[src/rtl/seg7_scan_ctrl.sv]
// Multiplexed 7-segment scan controller: double-buffered hex digits, programmable
// dwell per digit and an all-off guard gap between digits to suppress ghosting.
module seg7_scan_ctrl #(
   parameter int NUM_DIGITS   = 4,
   parameter int IDX_W        = 2,
   parameter int DWELL_W      = 16,
   parameter int GUARD_CYCLES = 2
) (
   input  logic                  clk,
   input  logic                  reset_n,
   input  logic                  enable,
   input  logic [DWELL_W-1:0]    dwell,
   input  logic                  wr_en,
   input  logic [IDX_W-1:0]      wr_idx,
   input  logic [3:0]            wr_data,
   input  logic                  wr_blank,
   input  logic                  commit,
   output logic [3:0]            digit_bin,
   output logic [NUM_DIGITS-1:0] anode_n,
   output logic [IDX_W-1:0]      cur_idx,
   output logic                  frame_start,
   output logic                  commit_pending
);

   localparam int SEL_W = (NUM_DIGITS > 1) ? $clog2(NUM_DIGITS) : 1;
   localparam logic [IDX_W-1:0]   LAST_IDX   = IDX_W'(NUM_DIGITS - 1);
   localparam logic [DWELL_W-1:0] GUARD_LAST = DWELL_W'((GUARD_CYCLES > 0) ? GUARD_CYCLES - 1 : 0);
   localparam bit                 HAS_GUARD  = (GUARD_CYCLES > 0);

   localparam logic [1:0] ST_IDLE  = 2'd0;
   localparam logic [1:0] ST_GUARD = 2'd1;
   localparam logic [1:0] ST_DRIVE = 2'd2;

   logic [1:0]            state_q, state_d;
   logic [IDX_W-1:0]      cur_idx_q, idx_d;
   logic [DWELL_W-1:0]    cnt_q, cnt_d;
   logic [DWELL_W-1:0]    dwell_q, dwell_d;
   logic                  pending_q, pending_d;
   logic [NUM_DIGITS-1:0] anode_n_q, anode_n_d;
   logic [3:0]            digit_bin_q, digit_bin_d;
   logic                  frame_start_q;
   logic                  boundary;
   logic                  copy;

   logic [3:0]            shadow_val_q [NUM_DIGITS];
   logic [NUM_DIGITS-1:0] shadow_blank_q;
   logic [3:0]            disp_val_q   [NUM_DIGITS];
   logic [NUM_DIGITS-1:0] disp_blank_q;
   logic [3:0]            disp_val_nx  [NUM_DIGITS];
   logic [NUM_DIGITS-1:0] disp_blank_nx;

   always_comb begin
      state_d  = state_q;
      idx_d    = cur_idx_q;
      cnt_d    = cnt_q;
      dwell_d  = dwell_q;
      boundary = 1'b0;
      if (!enable) begin
         state_d = ST_IDLE;
         idx_d   = '0;
         cnt_d   = '0;
      end else begin
         case (state_q)
            ST_IDLE: begin
               boundary = 1'b1;
               idx_d    = '0;
               cnt_d    = '0;
               if (HAS_GUARD) begin
                  state_d = ST_GUARD;
               end else begin
                  state_d = ST_DRIVE;
                  dwell_d = dwell;
               end
            end
            ST_GUARD: begin
               if (cnt_q == GUARD_LAST) begin
                  state_d = ST_DRIVE;
                  cnt_d   = '0;
                  dwell_d = dwell;
               end else begin
                  cnt_d = cnt_q + 1'b1;
               end
            end
            ST_DRIVE: begin
               if (cnt_q == dwell_q) begin
                  idx_d    = (cur_idx_q == LAST_IDX) ? '0 : cur_idx_q + 1'b1;
                  boundary = (cur_idx_q == LAST_IDX);
                  cnt_d    = '0;
                  if (HAS_GUARD) begin
                     state_d = ST_GUARD;
                  end else begin
                     state_d = ST_DRIVE;
                     dwell_d = dwell;
                  end
               end else begin
                  cnt_d = cnt_q + 1'b1;
               end
            end
            default: begin
               state_d = ST_IDLE;
               idx_d   = '0;
               cnt_d   = '0;
            end
         endcase
      end
   end

   // A commit raised on the copy edge survives to the following frame.
   assign copy      = boundary & pending_q;
   assign pending_d = commit | (pending_q & ~boundary);

   // Outputs are computed from the post-copy display so a new frame starts clean.
   genvar gi;
   generate
      for (gi = 0; gi < NUM_DIGITS; gi++) begin : g_digit
         assign disp_val_nx[gi]   = copy ? shadow_val_q[gi]   : disp_val_q[gi];
         assign disp_blank_nx[gi] = copy ? shadow_blank_q[gi] : disp_blank_q[gi];
         assign anode_n_d[gi]     = ~((state_d == ST_DRIVE) && (idx_d == IDX_W'(gi)) &&
                                      !disp_blank_nx[gi]);
      end
   endgenerate

   assign digit_bin_d = (state_d == ST_IDLE) ? 4'h0 : disp_val_nx[idx_d[SEL_W-1:0]];

   always_ff @(posedge clk or negedge reset_n) begin
      if (!reset_n) begin
         for (int i = 0; i < NUM_DIGITS; i++) begin
            shadow_val_q[i] <= 4'h0;
            disp_val_q[i]   <= 4'h0;
         end
         shadow_blank_q <= '1;
         disp_blank_q   <= '1;
      end else begin
         for (int i = 0; i < NUM_DIGITS; i++) begin
            if (copy) begin
               disp_val_q[i]   <= shadow_val_q[i];
               disp_blank_q[i] <= shadow_blank_q[i];
            end
            if (wr_en && (wr_idx == IDX_W'(i))) begin
               shadow_val_q[i]   <= wr_data;
               shadow_blank_q[i] <= wr_blank;
            end
         end
      end
   end

   always_ff @(posedge clk or negedge reset_n) begin
      if (!reset_n) begin
         state_q       <= ST_IDLE;
         cur_idx_q     <= '0;
         cnt_q         <= '0;
         dwell_q       <= '0;
         pending_q     <= 1'b0;
         anode_n_q     <= '1;
         digit_bin_q   <= 4'h0;
         frame_start_q <= 1'b0;
      end else begin
         state_q       <= state_d;
         cur_idx_q     <= idx_d;
         cnt_q         <= cnt_d;
         dwell_q       <= dwell_d;
         pending_q     <= pending_d;
         anode_n_q     <= anode_n_d;
         digit_bin_q   <= digit_bin_d;
         frame_start_q <= boundary;
      end
   end

   assign digit_bin      = digit_bin_q;
   assign anode_n        = anode_n_q;
   assign cur_idx        = cur_idx_q;
   assign frame_start    = frame_start_q;
   assign commit_pending = pending_q;

endmodule
[config.mk]
export PLATFORM = sky130hd
export DESIGN_NAME = seg7_scan_ctrl
export DESIGN_NICKNAME = d
export VERILOG_FILES = /design/src/rtl/seg7_scan_ctrl.sv
export SDC_FILE = /design/constraint.sdc
export NUM_CORES = 1
export LEC_CHECK = 0
export BUFFER_PORTS_ARGS = -buffer_cell sky130_fd_sc_hd__buf_2
export CORE_ASPECT_RATIO = 0.75
export CORE_MARGIN = 4
export CORE_UTILIZATION = 47
export DETAILED_ROUTE_END_ITERATION = 7
export GPL_TIMING_DRIVEN = 0
export PLACE_DENSITY = 0.71
export SYNTH_ARGS = -nofsm -noshare
export SYNTH_HDL_FRONTEND = slang
export SYNTH_SLANG_ARGS = --single-unit
[constraint.sdc]
create_clock -name clk -period 6.5 [get_ports clk]
set_clock_uncertainty 0.15 [all_clocks]
set_input_delay 0.325 -clock clk [delete_from_list [all_inputs] [get_ports clk]]
set_output_delay 0.325 -clock clk [all_outputs]
set_load 0.005 [all_outputs]
### Word level (Yosys, flattened, before mapping)

Index checks and enable logic that the tools add are counted.

* register bits after elaboration: 86
* output and inout bits: 12
* input bits: 28

* muxes and demuxes: 27
* reduce and logical (&&, ||, !) cells: 21
* bitwise operators: 9
* magnitude comparators: 1
* $add $sub $neg: 2
* equality and inequality tests: 12

Operators by type and width (count)
* 16-bit 2-to-1 mux: 3
* 16-bit case mux with 2 select lines: 1
* 4-bit 2-to-1 mux: 7
* 16-bit by 1-bit adder with 16-bit output, second input constant: 1
* 16-bit by 1-bit equality test with 1-bit output, second input constant: 1
* 16-bit equality test: 1
* 2-bit equality test, second input constant: 7
* 1-bit logical AND: 12
* 2-bit 2-to-1 mux: 6
* 4-bit binary-select mux with 2-bit select: 1
* 2-bit logical NOT: 4
* 2-bit by 1-bit equality test with 1-bit output, second input constant: 3
* 1-bit 2-to-1 mux: 6
* 2-bit case mux with 3 select lines: 1
* 1-bit inverter: 5
* 1-bit logical NOT: 4
* 2-bit case mux with 2 select lines: 1
* 3-bit greater-or-equal comparator, second input constant: 1
* 2-bit inverter with 3-bit output: 1
* 3-bit AND reduction: 1
* 2-bit by 1-bit adder with 2-bit output, second input constant: 1
* 1-bit bitwise AND: 2
* 1-bit case mux with 2 select lines: 1
* 1-bit bitwise OR: 1

### Longest topological paths before layout

Gate-level depths: netlist of the first run.

* word-level depth: 10
* gate-level depth with buffers: 11

### Worst setup path after synthesis of the first run

Ideal clock, no wire load.

* path kind: register to register
* start point: register cnt_q[11]
* end point: register anode_n_q[0] (netlist: anode_n[0])
* clock period less this slack: 2452 ps
* library setup time: 94 ps
* data required time: 6256 ps
* stages on the path, launching flop included: 9
* path slack: 4048 ps
* data arrival time: 2207 ps
* path through: dfrtp_1 buf_6 xnor2_1 nand4_1 nor4_2 a31oi_1 nor2_1 mux2_2 or4_1

* cells in the longest elaborated chain, start to end: 9
* elaborated cells on any way between the ends: 20
* classes of those cells: 3 x eq/ne; 11 x mux; 2 x bitwise; 4 x reduce/logical

RTL lines
* start, declared: line 36 `logic [DWELL_W-1:0] cnt_q, cnt_d;`
* start signal, assigned: line 160 `cnt_q <= cnt_d;`
* 16-bit equality test: line 85 `if (cnt_q == dwell_q) begin`
* 1-bit 2-to-1 mux: line 85
* 1-bit case mux with 2 select lines: line 63 `case (state_q)`
* 1-bit 2-to-1 mux: line 58 `if (!enable) begin`
* 1-bit bitwise AND: line 109 `assign copy = boundary & pending_q;`
* 1-bit 2-to-1 mux
* via disp_blank_nx[0]: line 50 `logic [NUM_DIGITS-1:0] disp_blank_nx;`
* 1-bit logical NOT: line 119 `!disp_blank_nx[gi]);`
* 1-bit logical AND: line 118 `assign anode_n_d[gi] = ~((state_d == ST_DRIVE) && (idx_d == IDX_W'(gi)) &&`
* 1-bit inverter: line 118
* via anode_n_d[0]: line 39 `logic [NUM_DIGITS-1:0] anode_n_q, anode_n_d;`
* end signal, assigned: line 163 `anode_n_q <= anode_n_d;`
* end, declared: line 39

The timed path passes the listed nets, and every way through them passes these cells.
A chain may end at the register's enable or synchronous reset.

### Final worst setup path of the first run

* start point: register cnt_q[10]
* end point: register digit_bin_q[2] (netlist: digit_bin[2])

* cells in the longest elaborated chain, start to end: 10
* elaborated cells on any way between the ends: 23
* classes of those cells: 2 x eq/ne; 18 x mux; 2 x bitwise; 1 x reduce/logical

RTL lines
* 16-bit equality test: line 85
* 1-bit 2-to-1 mux: line 85
* 1-bit case mux with 2 select lines: line 63
* 1-bit 2-to-1 mux: line 58
* 1-bit bitwise AND: line 109
* 4-bit 2-to-1 mux
* 4-bit binary-select mux with 2-bit select: line 123 `assign digit_bin_d = (state_d == ST_IDLE) ? 4'h0 : disp_val_nx[idx_d[SEL_W-1:0]];`
* 4-bit 2-to-1 mux (implied by the code) (2 in series): line 123
* 4-bit 2-to-1 mux (*): line 123
* via digit_bin_d[2]: line 40 `logic [3:0] digit_bin_q, digit_bin_d;`
* end signal, assigned: line 164 `digit_bin_q <= digit_bin_d;`
* end, declared: line 40

Mark *: on every way through the listed nets, which the timed path passes. The rest lies on a longest branch. The select of a mux whose other input is x is not followed.

==> results_dict.tcl, run 1 <==
set metrics [dict create \
    outcome "complete, no violations" \
    wire_per_inst_um 16.6 \
    grt_remaining_overflow 0 \
    max_slew_margin_pct 41.5 \
    ir_drop_v 0.000159 \
    syn_area_um2 3950 \
    antenna_found_initial 0 \
    cp-start-kind "register" \
    synth_top_area_share_pct 46.9 \
    rsz0062_at_grt "no" \
    grt_max_degree 69 \
    gp_congestion 0.893 \
    syn_nets 385 \
    cts_sinks 86 \
    cp_slowest_stage_delay_ps 760 \
    synth_cell_types 42 \
    post_synth.cell_area_avg_um2 11.3 \
    power-per-cell-area_nw_per_um2 277 \
    critical_path_class "register to register" \
    die_area_um2 9940 \
    fp.dieW_um 114 \
    fillCellCount 700 \
    path_delay_family "compound AO/OA/AOI/OAI gates" \
    start_util_pct 49.2 \
    die_y_um 87.4 \
    design.core.area_um2 8020 \
    critPathSlowestCell "o32ai_1" \
    power.leakage_nw 1.99 \
    io_pins 40 \
    period_share_pct 48.1 \
    tightest_slew_ps 875 \
    hold_viol_final 0 \
    htreeDepth 3 \
    final_common_cell "dfrtp_1" \
    hold_path_class "primary input to register" \
    async_reset_ff_share_pct 100 \
    cts_tree "yes" \
    ys_ff_latch 86 \
    synth_cells 350 \
    max-cap-violations 0 \
    place.port_buffers 39 \
    post_cts_buffers 0 \
    num_rows 28 \
    dr.first_iter.drc_count 192 \
    cp_cell_sequence "xnor2_1 -> nand4_1 -> nor4_2 -> buf_4 -> nor2_1 -> o32ai_1 -> a21oi_1 -> o41a_1" \
    synth_edf_count 0 \
    route.detailed.drc 0 \
    grt_pass1_wl_um 14200 \
    clkTransAtPathRegs_ps 80 \
    drv_slew 0 \
    ant_nets 0 \
    synthFlopType "dfrtp_1" \
    vias_per_cell 5.45 \
    tns_ps 0 \
    synth_area_leaders "dfrtp_1 47%, mux2_2 11%, dfstp_2 8.0%" \
    grt_usage_pct 18.5 \
    wl_um 8520 \
    fmax_mhz 320 \
    dpl.hpwl_um 6320 \
    critPathArrivalTime_ps 3210 \
    cp-end-kind "register" \
    numCtsBuffers 9 \
    setup_ws_ps 3370 \
    nNetsFinal 438 \
    cts_root_buf "clkbuf_8" \
    syn2layout_area_growth_pct 14.4 \
    dp_slack_ps 3350 \
    yosysTopAreaCell "dfrtp_1" \
    n_antenna_cell 0 \
    grt_pass1_vias 2731 \
    cts_buffer_depth 2 \
    setup-violations-final 0 \
    crit_fanout 10 \
    path_buf_inv 1 \
    synth_warnings 0 \
    num_vias 2798 \
    ys_seq_area_share_pct 54.9 \
    drive_gt1_share_pct 28.2 \
    insertion_delay_ps 350 \
    dr.pass1.iters 4 \
    mostFrequentLayoutCells "74 x dfrtp_1, 40 x buf_2, 40 x mux2_2, 31 x nand2_1" \
    crit_required_ps 6580 \
    layout_min_cycle_time_ps 3130 \
]
[cell type report]
cell class,instances,area (µm²),share of cell area [%]
clock inverter,5,58.8,1.30
timing repair buffer,42,245,5.43
clock buffer,11,131,2.91
buffer,11,56.3,1.25
tap,105,131,2.91
inverter,9,33.8,0.748
multi-input combinational,244,1690,37.4
sequential,86,2170,48.0
[final timing paths]
check	slack, ps	startpoint	to	cells past startpoint
min in group asynchronous	240	reset_n	dwell_q[10]	2
setup reg to reg	3370	cnt_q[10]	digit_bin[2]	8
max in group asynchronous	5310	reset_n	anode_n[3]	3
hold / removal	50	dwell[4]	dwell_q[4]	2
setup / recovery	3370	cnt_q[10]	digit_bin[2]	8
hold reg to reg	380	shadow_val_q[1]	shadow_val_q[1]	1
[routing by layer]
metal  vias to the layer above  GRT usage, %  routed length (µm)
li1                       1341             -                   -
met5                         -             0                   0
met2                        73          26.3                3670
met1                      1377          28.8                4300
met3                         7          4.03                 479
met4                         0          4.53                  70
[worst reg2reg max path, delay by kind of cell, from the launching register on]
family	cells	cell delay (ps)
xor gates and xnor gates	1	180
buffers and inverters	1	250
DFF	1	470
and+or+nand+nor	3	680
AOI/OAI and AO/OA	3	1290
[through the flow]
stage                     util, %  hold slack (ps)  power, mW  cells  instance area, µm²
final                        56.3             49.0       1.25    513                4510
after global placement       53.3              348      0.882    494                4270
after CTS                    56.1             8.11       1.26    512                4500
after floorplan                 -             -121      0.819    350                3950
after detailed placement     53.6             67.7      0.896    495                4300
after global routing         56.3             28.5       1.32    513                4510
[cell usage after synthesis (2+ instances only)]
cell type,n
nand4_1,7
or3_1,2
nand3b_1,2
buf_2,2
clkbuf_1,6
o41a_1,4
xnor2_1,19
a31oi_1,2
mux2i_1,4
nor2_1,25
dfrtp_1,74
and3_1,4
mux2_2,40
and2_1,2
nand2_1,31
xor2_1,9
o21ai_0,20
nor4_1,2
nand3_1,25
ha_1,7
dfstp_2,12
or4_1,4
inv_1,9
a21oi_1,20
[power by group]
part	internal (mW)	switching, mW	leakage, nW	total (mW)
Clock	0.179	0.187	0.0899	0.365
Sequential	0.632	0.0455	1.08	0.678
Combinational	0.104	0.106	0.817	0.209
[repair_timing]
item	CTS	global route
hold endpoints to repair	18	1
hold buffers	1	1
resized for setup	0	0
[cells by family after synthesis]
group / after synthesis / share of synthesized area [%]
simple gates: 111 / 13.8
buf+inv: 20 / 2.28
flops: 86 / 54.9
compound gates: 54 / 8.18
fa+ha+maj: 7 / 2.22
mux: 44 / 12.4
xor+xnor: 28 / 6.21
[sequential cells by signal, indices dropped and copies added (netlist names)]
signal and cells:
state_q 2, shadow_blank_q 4, disp_blank_q 4, dwell_q 16, commit_pending 1, disp_val_q 16
cur_idx 2, digit_bin 4, frame_start 1, shadow_val_q 16, cnt_q 16, anode_n 4
Note: power is estimated with default switching activity, not from simulation.
==> inputs of run 2 (changes only) <==
- PLACE_DENSITY: 0.71 -> 0.73
- clock period: 6.5 -> 2.72 ns (I/O delays scaled with it)
==> results_dict.tcl, run 2 (synthesis results as in run 1) <==
set metrics [dict create \
    rsz0062_at_grt "yes" \
    dr.first_iter.drc_count 176 \
    clkTransAtPathRegs_ps 90 \
    num_rows 28 \
    num_vias 2992 \
    period_share_pct 101 \
    p_sw_mw 0.924 \
    nNetsFinal 475 \
    cp_slowest_stage_delay_ps 470 \
    ff2ff_setup_slack_ps -20 \
    setup-violations-final 5 \
    setup_ws_ps -19.4 \
    p_comb_share_pct 19.8 \
    max-cap-violations 0 \
    hold_path_class "primary input to asynchronous set/reset pin" \
    route.detailed.drc 0 \
    vias_per_cell 5.44 \
    mostFrequentLayoutCells "71 x dfrtp_1, 41 x buf_2, 36 x mux2_2, 30 x nand2_1, 25 x nand3_1" \
    place.port_buffers 39 \
    htreeDepth 3 \
    hold_viol_final 0 \
    crit_fanout 7 \
    critical_path_class "register to register" \
    cts_tree "yes" \
    n_antenna_cell 0 \
    outcome "finished with violations" \
    grt_usage_pct 19.1 \
    max_slew_margin_pct 41.3 \
    power.leakage_nw 2.23 \
    cts_root_buf "clkbuf_8" \
    p_int_mw 2.38 \
    grt_pass1_wl_um 14700 \
    violations "setup timing" \
    tightest_slew_ps 878 \
    drive_gt1_share_pct 36.9 \
    ant_nets 0 \
    crit_required_ps 2850 \
    cp-end-kind "register" \
    p_sw_share_pct 28.0 \
    critPathSlowestCell "dfrtp_2" \
    io_pins 40 \
    ir_drop_v 0.000349 \
    whs_ps 67.9 \
    die_y_um 87.4 \
    pwr-share-seq_pct 49.4 \
    gp_congestion 0.882 \
    final_common_cell "dfrtp_1" \
    path_delay_family "simple AND/OR/NAND/NOR gates" \
    design.core.area_um2 8020 \
    dpl.hpwl_um 6070 \
    start_util_pct 49.2 \
    fmax_mhz 365 \
    fillCellCount 596 \
    cp-start-kind "register" \
    critPathArrivalTime_ps 2870 \
    power-per-cell-area_nw_per_um2 648 \
    grt_remaining_overflow 0 \
    layout_min_cycle_time_ps 2740 \
    insertion_delay_ps 360 \
    dr.pass1.iters 5 \
    path_buf_inv 1 \
    cts_buffer_depth 2 \
    antenna_found_initial 0 \
    grt_pass1_vias 2939 \
    fp.dieW_um 114 \
    clkPwrFrac_pct 30.8 \
    cts_sinks 86 \
    total_power_mw 3.30 \
    cp_cell_sequence "xnor2_2 -> nand4_1 -> nor4_4 -> buf_4 -> a31oi_4 -> nor2_4 -> mux2_4 -> or4_1" \
    wire_per_inst_um 16.7 \
    numCtsBuffers 9 \
    syn2layout_area_growth_pct 29.1 \
    grt_max_degree 63 \
    die_area_um2 9940 \
    wl_um 9170 \
    drv_slew 0 \
]
## run 2: per-layer routing
metal  track usage [%]  vias up  part of all wire [%]
met4              4.96        0                  0.91
met3              4.72       10                   6.3
met2              27.0       87                    44
met5                 0        -                     0
met1              29.4     1481                    49
li1                  -     1414                     -
## run 2: worst paths after layout
check	start	end	cells after the start
worst max-delay path	cnt_q[10]	anode_n[2]	8
worst min-delay path	reset_n	dwell_q[6]	2
worst max register to register	cnt_q[10]	anode_n[2]	8
worst min register to register	disp_val_q[10]	disp_val_q[10]	2
max in group asynchronous	reset_n	anode_n[0]	3
min in group clk	wr_idx[0]	shadow_val_q[15]	3
## run 2: area by class of cell
class	instances	area [µm²]	area share [%]
inverter	9	33.8	0.663
timing repair buffer	80	587	11.5
sequential	86	2170	42.6
clock buffer	11	163	3.19
clock inverter	5	67.6	1.33
tap	105	131	2.58
multi-input combinational	244	1880	36.9
buffer	10	61.3	1.20
## run 2: through the flow
step / cell area [µm²] / std cells / worst slack [ps] / util (%) / setup TNS [ps]
after global routing: 5100 / 550 / -107 / 63.5 / -691
after detailed placement: 4300 / 495 / -401 / 53.6 / -2220
after CTS: 4870 / 538 / -10.6 / 60.7 / -24.1
after floorplan: 3950 / 350 / 268 / - / 0
after global placement: 4270 / 494 / -378 / 53.3 / -2160
final: 5100 / 550 / -19.4 / 63.5 / -73.0
## run 2: timing repair
action / in CTS / in global routing
pin swaps: 3 / 12
endpoints found under the hold margin: 122 / 0
gates cloned: 0 / 1
hold buffers: 24 / 0
resized for setup: 12 / 49
setup buffers: 3 / 12
setup endpoints to repair: 8 / 20
## run 2: power by group through the flow
stage / Sequential [mW] / Combinational (mW) / Clock, mW
2_1_floorplan: 1.60 / 0.357 / 0
3_3_place_gp: 1.63 / 0.470 / 0
3_5_place_dp: 1.64 / 0.496 / 0
4_1_cts: 1.62 / 0.561 / 1.03
5_1_grt: 1.65 / 0.715 / 1.08
6_report: 1.63 / 0.654 / 1.02
==> inputs of run 3 (changes only) <==
- SETUP_SLACK_MARGIN: default -> 0.15
==> results_dict.tcl, run 3 (synthesis results as in run 1) <==
set metrics [dict create \
    fp.dieW_um 114 \
    cp-start-kind "register" \
    grt_usage_pct 19.8 \
    dpl.hpwl_um 6070 \
    dp_cells 495 \
    power.leakage_nw 2.22 \
    met2_usage_pct 29.1 \
    num_rows 28 \
    io_pins 40 \
    max-cap-violations 0 \
    total_power_mw 3.31 \
    period_share_pct 98.3 \
    design.core.area_um2 8020 \
    final_cells 550 \
    drive_gt1_share_pct 36.6 \
    whs_ps 60.2 \
    hold_path_class "primary input to asynchronous set/reset pin" \
    grt_pass1_vias 3035 \
    wl_um 9230 \
    grt_busiest_layer "met1" \
    hold_viol_final 0 \
    cp-end-kind "register" \
    die_area_um2 9940 \
    postLayoutCellArea_um2 5090 \
    mostFrequentLayoutCells "68 x dfrtp_1, 39 x buf_2, 36 x mux2_2, 31 x nand2_1" \
    wire_per_inst_um 16.8 \
    layout_min_cycle_time_ps 2670 \
    grt_pass1_wl_um 15200 \
    n_antenna_cell 0 \
    die_y_um 87.4 \
    htreeDepth 3 \
    place.port_buffers 39 \
    dr.first_iter.drc_count 158 \
    power-per-cell-area_nw_per_um2 650 \
    drv_slew 0 \
    max_slew_margin_pct 40.8 \
    cts_root_buf "clkbuf_8" \
    dr.pass1.iters 4 \
    critical_path_class "register to register" \
    num_vias 2942 \
    route.detailed.drc 0 \
    use_met3_pct 4.65 \
    clkTransAtPathRegs_ps 90 \
    crit_fanout 7 \
    grt_remaining_overflow 0 \
    grt_max_degree 63 \
    gp_congestion 0.882 \
    setup-violations-final 0 \
    ant_nets 0 \
    start_util_pct 49.2 \
    insertion_delay_ps 370 \
    cts_tree "yes" \
    syn2layout_area_growth_pct 28.9 \
    outcome "complete, no violations" \
    grt.met1_usage_pct 29.6 \
    crit_required_ps 2860 \
    final_common_cell "dfrtp_1" \
    ir_drop_v 0.000348 \
    antenna_found_initial 0 \
    fmax_mhz 374 \
    setup_ws_ps 46.1 \
    numCtsBuffers 9 \
    cts_sinks 86 \
    tightest_slew_ps 886 \
    critPathArrivalTime_ps 2820 \
    cts_buffer_depth 2 \
    dp_slack_ps -401 \
    nNetsFinal 475 \
    placed_area_um2 4300 \
    final_util_pct 63.4 \
    tns_ps 0 \
    vias_per_cell 5.35 \
    rsz0062_at_grt "yes" \
]
## run 3: changes by cell type in the layout (fill, tap and decap cells not counted), sizes merged
| cell | before | now |
|---|---|---|
| clkbuf | 16 | 18 |
| buf | 61 | 59 |
## run 3: final cells by class
| cell class | count | area, µm² |
|---|---|---|
| buffer | 11 | 77.6 |
| fill | 604 | 2930 |
| sequential | 86 | 2170 |
| multi-input combinational | 244 | 1860 |
| inverter | 9 | 33.8 |
| timing repair buffer | 79 | 579 |
| clock buffer | 11 | 163 |
| tap | 105 | 131 |
| clock inverter | 5 | 67.6 |
## run 3: path summary, 6_finish.rpt
| path | slack, ps | cells past startpoint | to | start |
|---|---|---|---|---|
| max reg2reg | 50 | 8 | anode_n[1] | cnt_q[13] |
| min in group clk | 130 | 3 | shadow_val_q[15] | wr_idx[1] |
| max | 50 | 8 | anode_n[1] | cnt_q[13] |
| max in group asynchronous | 1710 | 3 | anode_n[0] | reset_n |
| min reg2reg | 340 | 2 | disp_val_q[10] | disp_val_q[10] |
| min | 60 | 2 | dwell_q[10] | reset_n |
## run 3: power breakdown
part           switching, mW  total [mW]  internal [mW]
combinational          0.312       0.660          0.348
clock                  0.501        1.02          0.522
sequential             0.115        1.63           1.51
total                  0.928        3.31           2.38
## run 3: worst max-delay path, cell delays in order (launching register included)
cell,delay (ps)
dfrtp_2,440
xnor2_1,140
nand4_1,210
nor4_4,360
buf_4,170
a31oi_4,120
nor2_4,240
mux2_4,340
or4_4,420
## run 3: layer usage
metal  wire length (µm)  share of wire (%)  up-vias
met5                  0                  0        -
met4                112                1.2        0
met3                507                5.5       14
met2               4080                 44       92
met1               4520                 49     1422
li1                   -                  -     1414
## run 3: what timing repair did
item / CTS / global route
buffers inserted: 12 / 2
resized for setup: 42 / 22
gates cloned: 1 / 0
setup endpoints to repair: 26 / 29
endpoints found under the hold margin: 122 / 0
pin swaps: 10 / 7
hold buffers: 24 / 0
